`config.mk`:
```
export PLATFORM = sky130hd
export DESIGN_NAME = pci_conf_cyc_addr_xlat_flat
export DESIGN_NICKNAME = d
export VERILOG_FILES = /design/src/rtl/pci_conf_cyc_addr_xlat_if.sv /design/src/rtl/pci_conf_cyc_addr_xlat.sv /design/src/flat_wrapper.sv
export SDC_FILE = /design/constraint.sdc
export NUM_CORES = 1
export LEC_CHECK = 0
export CAP_MARGIN = 20
export CELL_PAD_IN_SITES_DETAIL_PLACEMENT = 0
export CELL_PAD_IN_SITES_GLOBAL_PLACEMENT = 2
export CORE_UTILIZATION = 29
export DETAILED_ROUTE_END_ITERATION = 6
export GPL_TIMING_DRIVEN = 0
export PLACE_DENSITY_LB_ADDON = 0.1
export RECOVER_POWER = 100
export SLEW_MARGIN = 20
export SYNTH_ARGS = -nofsm -noshare
export SYNTH_HDL_FRONTEND = slang
export SYNTH_SLANG_ARGS = --single-unit
```
`constraint.sdc`:
```
create_clock -name clk_in -period 3 [get_ports clk_in]
set_input_delay 0.6 -clock clk_in [delete_from_list [all_inputs] [get_ports clk_in]]
set_output_delay 0.6 -clock clk_in [all_outputs]
set_load 0.05 [all_outputs]
```
`src/rtl/pci_conf_cyc_addr_xlat_if.sv`:
```
// Request/result handshake bundle for the PCI configuration-cycle address translator.
interface pci_conf_cyc_addr_xlat_if;
    logic        in_valid;
    logic        in_ready;
    logic [31:0] in_addr;
    logic [7:0]  sec_bus_num;
    logic [7:0]  sub_bus_num;
    logic        out_valid;
    logic        out_ready;
    logic [31:0] out_addr;
    logic        out_type1;
    logic        out_range_err;
    logic        out_unclaimed;

    modport master (
        output in_valid, in_addr, sec_bus_num, sub_bus_num, out_ready,
        input  in_ready, out_valid, out_addr, out_type1, out_range_err, out_unclaimed
    );

    modport slave (
        input  in_valid, in_addr, sec_bus_num, sub_bus_num, out_ready,
        output in_ready, out_valid, out_addr, out_type1, out_range_err, out_unclaimed
    );
endinterface

```
`src/rtl/pci_conf_cyc_addr_xlat.sv`:
```
// Two-stage PCI configuration address translator: classifies Type 0/Type 1 requests,
// drives the IDSEL line for local devices and counts range/unclaimed errors.
module pci_conf_cyc_addr_xlat #(
    parameter int unsigned IDSEL_BASE    = 11,
    parameter int unsigned NUM_DEV       = 21,
    parameter bit          TYPE1_CONVERT = 1'b1
) (
    input  logic        clk_in,
    input  logic        reset_in,
    input  logic        flush_in,
    input  logic        err_cnt_clr_in,
    output logic [15:0] err_cnt_out,
    pci_conf_cyc_addr_xlat_if.slave xlat
);

    typedef struct packed {
        logic [31:0] addr;
        logic        type1;
        logic        range_err;
        logic        unclaimed;
    } res_t;

    logic        s1_valid_q, s1_valid_d;
    logic        s2_valid_q, s2_valid_d;
    res_t        s1_q, s1_d;
    res_t        s2_q, s2_d;
    logic [15:0] err_cnt_q, err_cnt_d;

    logic        s2_adv;
    logic        in_ready_int;
    logic        accept;
    res_t        cls;

    logic [4:0]  dev;
    logic [7:0]  bus_num;
    logic        is_type0;
    logic        dev_ok;
    logic [31:0] idsel_bits;

    // Classification of the incoming request.
    always_comb begin
        dev        = xlat.in_addr[15:11];
        bus_num    = xlat.in_addr[23:16];
        dev_ok     = 32'(dev) < NUM_DEV;
        is_type0   = !xlat.in_addr[0] ||
                     (TYPE1_CONVERT && (bus_num == xlat.sec_bus_num));
        idsel_bits = dev_ok ? (32'd1 << (IDSEL_BASE + 32'(dev))) : 32'd0;

        cls = '0;
        if (is_type0) begin
            cls.addr      = idsel_bits | {21'd0, xlat.in_addr[10:2], 2'b00};
            cls.type1     = 1'b0;
            cls.range_err = !dev_ok;
        end else begin
            cls.addr      = xlat.in_addr;
            cls.type1     = 1'b1;
            // bus == sec was converted above, so <= here only catches buses below sec.
            cls.unclaimed = TYPE1_CONVERT &&
                            ((bus_num <= xlat.sec_bus_num) || (bus_num > xlat.sub_bus_num));
        end
    end

    always_comb begin
        s2_adv       = !s2_valid_q || xlat.out_ready;
        in_ready_int = !s1_valid_q || s2_adv;
        accept       = xlat.in_valid && in_ready_int;

        s1_valid_d = s1_valid_q;
        s1_d       = s1_q;
        if (in_ready_int) begin
            s1_valid_d = xlat.in_valid;
        end
        if (accept) begin
            s1_d = cls;
        end

        s2_valid_d = s2_valid_q;
        s2_d       = s2_q;
        if (s2_adv) begin
            s2_valid_d = s1_valid_q;
            if (s1_valid_q) begin
                s2_d = s1_q;
            end
        end

        if (flush_in) begin
            s1_valid_d = 1'b0;
            s2_valid_d = 1'b0;
        end

        err_cnt_d = err_cnt_q;
        if (err_cnt_clr_in) begin
            err_cnt_d = 16'd0;
        end else if (s2_valid_q && xlat.out_ready && (s2_q.range_err || s2_q.unclaimed) &&
                     (err_cnt_q != 16'hFFFF)) begin
            err_cnt_d = err_cnt_q + 16'd1;
        end
    end

    always_ff @(posedge clk_in or posedge reset_in) begin
        if (reset_in) begin
            s1_valid_q <= 1'b0;
            s2_valid_q <= 1'b0;
            s1_q       <= '0;
            s2_q       <= '0;
            err_cnt_q  <= 16'd0;
        end else begin
            s1_valid_q <= s1_valid_d;
            s2_valid_q <= s2_valid_d;
            s1_q       <= s1_d;
            s2_q       <= s2_d;
            err_cnt_q  <= err_cnt_d;
        end
    end

    // Valids are already cleared in reset; gate in_ready so nothing is offered meanwhile.
    assign xlat.in_ready      = !reset_in && in_ready_int;
    assign xlat.out_valid     = s2_valid_q;
    assign xlat.out_addr      = s2_q.addr;
    assign xlat.out_type1     = s2_q.type1;
    assign xlat.out_range_err = s2_q.range_err;
    assign xlat.out_unclaimed = s2_q.unclaimed;
    assign err_cnt_out        = err_cnt_q;

endmodule

```
`src/flat_wrapper.sv`:
```
// flat-port wrapper written by rule: the top's interface ports become plain ports
module pci_conf_cyc_addr_xlat_flat 
#(
    parameter int unsigned IDSEL_BASE    = 11,
    parameter int unsigned NUM_DEV       = 21,
    parameter bit          TYPE1_CONVERT = 1'b1
)
  (clk_in, reset_in, flush_in, err_cnt_clr_in, err_cnt_out, xlat_in_valid, xlat_in_addr, xlat_sec_bus_num, xlat_sub_bus_num, xlat_out_ready, xlat_in_ready, xlat_out_valid, xlat_out_addr, xlat_out_type1, xlat_out_range_err, xlat_out_unclaimed);
  pci_conf_cyc_addr_xlat_if xlat_i ();
  input  logic clk_in;
  input  logic reset_in;
  input  logic flush_in;
  input  logic err_cnt_clr_in;
  output logic [15:0] err_cnt_out;
  input wire logic [$bits(xlat_i.in_valid)-1:0] xlat_in_valid;
  input wire logic [$bits(xlat_i.in_addr)-1:0] xlat_in_addr;
  input wire logic [$bits(xlat_i.sec_bus_num)-1:0] xlat_sec_bus_num;
  input wire logic [$bits(xlat_i.sub_bus_num)-1:0] xlat_sub_bus_num;
  input wire logic [$bits(xlat_i.out_ready)-1:0] xlat_out_ready;
  output wire logic [$bits(xlat_i.in_ready)-1:0] xlat_in_ready;
  output wire logic [$bits(xlat_i.out_valid)-1:0] xlat_out_valid;
  output wire logic [$bits(xlat_i.out_addr)-1:0] xlat_out_addr;
  output wire logic [$bits(xlat_i.out_type1)-1:0] xlat_out_type1;
  output wire logic [$bits(xlat_i.out_range_err)-1:0] xlat_out_range_err;
  output wire logic [$bits(xlat_i.out_unclaimed)-1:0] xlat_out_unclaimed;
  assign xlat_i.in_valid = xlat_in_valid;
  assign xlat_i.in_addr = xlat_in_addr;
  assign xlat_i.sec_bus_num = xlat_sec_bus_num;
  assign xlat_i.sub_bus_num = xlat_sub_bus_num;
  assign xlat_i.out_ready = xlat_out_ready;
  assign xlat_in_ready = xlat_i.in_ready;
  assign xlat_out_valid = xlat_i.out_valid;
  assign xlat_out_addr = xlat_i.out_addr;
  assign xlat_out_type1 = xlat_i.out_type1;
  assign xlat_out_range_err = xlat_i.out_range_err;
  assign xlat_out_unclaimed = xlat_i.out_unclaimed;
  pci_conf_cyc_addr_xlat #(.IDSEL_BASE(IDSEL_BASE), .NUM_DEV(NUM_DEV), .TYPE1_CONVERT(TYPE1_CONVERT)) u_core (.clk_in(clk_in), .reset_in(reset_in), .flush_in(flush_in), .err_cnt_clr_in(err_cnt_clr_in), .err_cnt_out(err_cnt_out), .xlat(xlat_i));
endmodule
```
==> metrics.yaml <==
maxSlewViolCount: 37
final.min_clock_period_ps: 2675
n_antenna_cell: 0
synthCells: 368
port_buffers: 103
tightest_slew_ps: 1672
clock_sinks: 88
synth.avg_cell_area_sq_um: 11.82
critPathKind: "in -> reg"
hold_buffers: 0
grt_pass1_wl_mm: 18.26
die_h_um: 124.5
holdWs_ps: 473.3
io-pin-count: 107
fp-row-count: 44
setup_slack_ps: 325.2
vias: 3218
synth-seq-area-share_pct: 50.62
drive_gt1_share_pct: 16.02
rsz0062_at_grt: "no"
via_per_inst: 4.796
finalCritPeriodShare_pct: 89.16
ctsResizeCount: 0
drtIter0Drc: 175
path_max_fanout: 10
dp_slack_ps: 63.98
gp_congestion: 0.7228
yosys_warnings: 0
vdd_drop_max_mv: 0.2520
netlist_area_sq_um: 4350
nNetsFinal: 556
final.setup_skew_ps: 6.536
post-dp-hpwl_mm: 8.157
cts_htree_levels: 3
cts_buffers: 9
p_total_mw: 3.448
clk_latency_ps: 340
synth_seq_cells: 88
synth_cell_types: 56
hp-class: "reg -> reg"
dieArea_sq_um: 15500
initial_core_util_pct: 29.82
overflow: 0
drtAntennaViolNets: 0
core_area_sq_um: 14590
grt_max_degree: 53
cap_viol_max_count: 1
clkTransAtPathRegs_ps: 60
cp-start-kind: "input port"
synth_top_cells_by_area: "dfrtp_1 51%, mux2_2 11%, ha_1 5.5%, a22oi_1 2.9%, inv_1 2.2%"
crit_arrival_ps: 2890
syn_nets: 441
firstDrtPassIters: 5
synth_largest_area_cell: "dfrtp_1"
violations: "max-capacitance violations, max-slew violations"
cp.required_ps: 3210
finalSetupViolCount: 0
status: "finished with violations"
drc: 0
grt_usage_pct: 15.30
areaGrowthSynthToFinish_pct: 34.69
leakage_nw: 2.645
max_slew_margin_pct: -12.08
grt_pass1_vias: 3351
critPathCaptureType: "register"
antenna_found_initial: 1
synth_top_area_share_pct: 50.62
cts_root_buffer: "clkbuf_16"
routed_wl_mm: 11.22
cts_tree: "built"
fin_util_pct: 40.16
fp.dieW_um: 124.5
fmax_mhz: 373.9
hold_viol_final: 0
clk_path_buf_depth: 2
wire_per_inst_um: 16.72
power_density_nw_per_um2: 588.5
post_cts_buffers: 0
-- Yosys cell counts (all sizes together) --
| cell type | number |
|---|---|
| dfrtp | 88 |
| mux2 | 41 |
| inv | 26 |
| nor2 | 26 |
| o21ai | 25 |
| ha | 19 |
| a22oi | 17 |
| nand2 | 16 |
| buf | 11 |
| xnor2 | 10 |
| nand4 | 8 |
| a21oi | 6 |
| a211oi | 5 |
| mux2i | 5 |
| nand3 | 5 |
| o31ai | 5 |
| xor2 | 5 |
| and2 | 4 |
| clkbuf | 4 |
| nor3 | 4 |
| o211ai | 4 |
| a21o | 3 |
| a31oi | 3 |
| and4 | 3 |
| nand2b | 3 |
| nor4 | 3 |
| or2 | 3 |
| a222oi | 2 |
| and3 | 2 |
| nor2b | 2 |
| a22o | 1 |
| a32oi | 1 |
| a41oi | 1 |
| and3b | 1 |
| and4bb | 1 |
| nand3b | 1 |
| o2111a | 1 |
| o2111ai | 1 |
| o211a | 1 |
| o21a | 1 |
-- cells in the final DEF (no fill, tap or decap), drive strengths merged, types with 10 or more instances in the layout --
cell type	synthesis	final
inv	26	25
clkbuf	4	20
xnor2	10	10
a22oi	17	17
nand2	16	16
nor2	26	26
dlygate4sd3	0	56
o21ai	25	25
dfrtp	88	88
ha	19	19
clkdlybuf4s50	0	46
mux2	41	41
-- final timing paths --
kind                                                             end  cells past startpoint  slack [ps]                               from
worst max-delay path                     u_core.s1_q[19]$_DFFE_PP0P_                      8         330                   xlat_in_addr[23]
worst min register to register            u_core.s1_q[2]$_DFFE_PP0P_                      1         470         u_core.s1_q[2]$_DFFE_PP0P_
max in group asynchronous       u_core.xlat.out_addr[29]$_DFFE_PP0P_                      3         970                           reset_in
min in group asynchronous        u_core.xlat.out_addr[6]$_DFFE_PP0P_                      2        1150                           reset_in
worst min-delay path                      u_core.s1_q[2]$_DFFE_PP0P_                      1         470         u_core.s1_q[2]$_DFFE_PP0P_
worst max register to register  u_core.xlat.out_addr[18]$_DFFE_PP0P_                      4        1010  u_core.xlat.out_valid$_DFFE_PP0P_
-- state kept, by name, summed over array words and instances, names as in the netlist --
register / flops
u_core.s1_q: 35
u_core.xlat.out_addr: 32
u_core.err_cnt_out: 16
u_core.s1_valid_q: 1
u_core.xlat.out_range_err: 1
u_core.xlat.out_type1: 1
u_core.xlat.out_unclaimed: 1
u_core.xlat.out_valid: 1
-- power by group --
part	leakage (nW)	total [mW]	switching, mW	internal [mW]
combinational	1.36	0.866	0.545	0.322
sequential	1.13	1.40	0.0747	1.32
clock	0.149	1.18	0.461	0.723
total	2.64	3.45	1.08	2.37
-- cell families (layout without fill, tap and decap cells) --
| group | after synthesis | count (layout) | synth area share [%] |
|---|---|---|---|
| DFF | 88 | 88 | 50.62 |
| and+or+nand+nor | 82 | 82 | 11.85 |
| AOI/OAI and AO/OA | 77 | 77 | 13.06 |
| muxes | 46 | 46 | 11.76 |
| buffers and inverters | 41 | 160 | 4.227 |
| adders and majority gates | 19 | 19 | 5.465 |
| xor gates and xnor gates | 15 | 15 | 3.020 |
-- cell type report --
| class | instances | area (sq um) |
|---|---|---|
| fillers | 1432 | 8730 |
| flip-flops and latches | 88 | 2202 |
| multi-input cells | 239 | 1892 |
| repair buffers | 104 | 1052 |
| clock buffers | 11 | 232.7 |
| well taps | 184 | 230.2 |
| inverters | 26 | 98.84 |
| plain buffers | 15 | 81.33 |
| clock inverters | 4 | 70.07 |
-- critical path, stage by stage --
cell           delay (ps)
dlygate4sd3_1         590
ha_1                  340
nand4_1               220
o21ai_4               390
nor2_1                190
buf_2                 250
a22oi_1               210
o31ai_2               100
-- per-layer routing --
| metal | track usage (%) | share of wire (%) | vias up |
|---|---|---|---|
| met1 | 20.07 | 45 | 1563 |
| met3 | 3.222 | 4.3 | 14 |
| met5 | 0 | 0 | - |
| met2 | 23.95 | 48 | 87 |
| li1 | - | - | 1554 |
| met4 | 7.371 | 2.1 | 0 |
-- through the flow --
stage          cells  setup TNS, ps  cell area, sq um
2_1_floorplan    368              0              4350
3_3_place_gp     655        -126050              5612
3_5_place_dp     656              0              5644
4_1_cts          671              0              5947
5_1_grt          671              0              5859
6_report         671              0              5859
(Power assumes the default switching activity.)
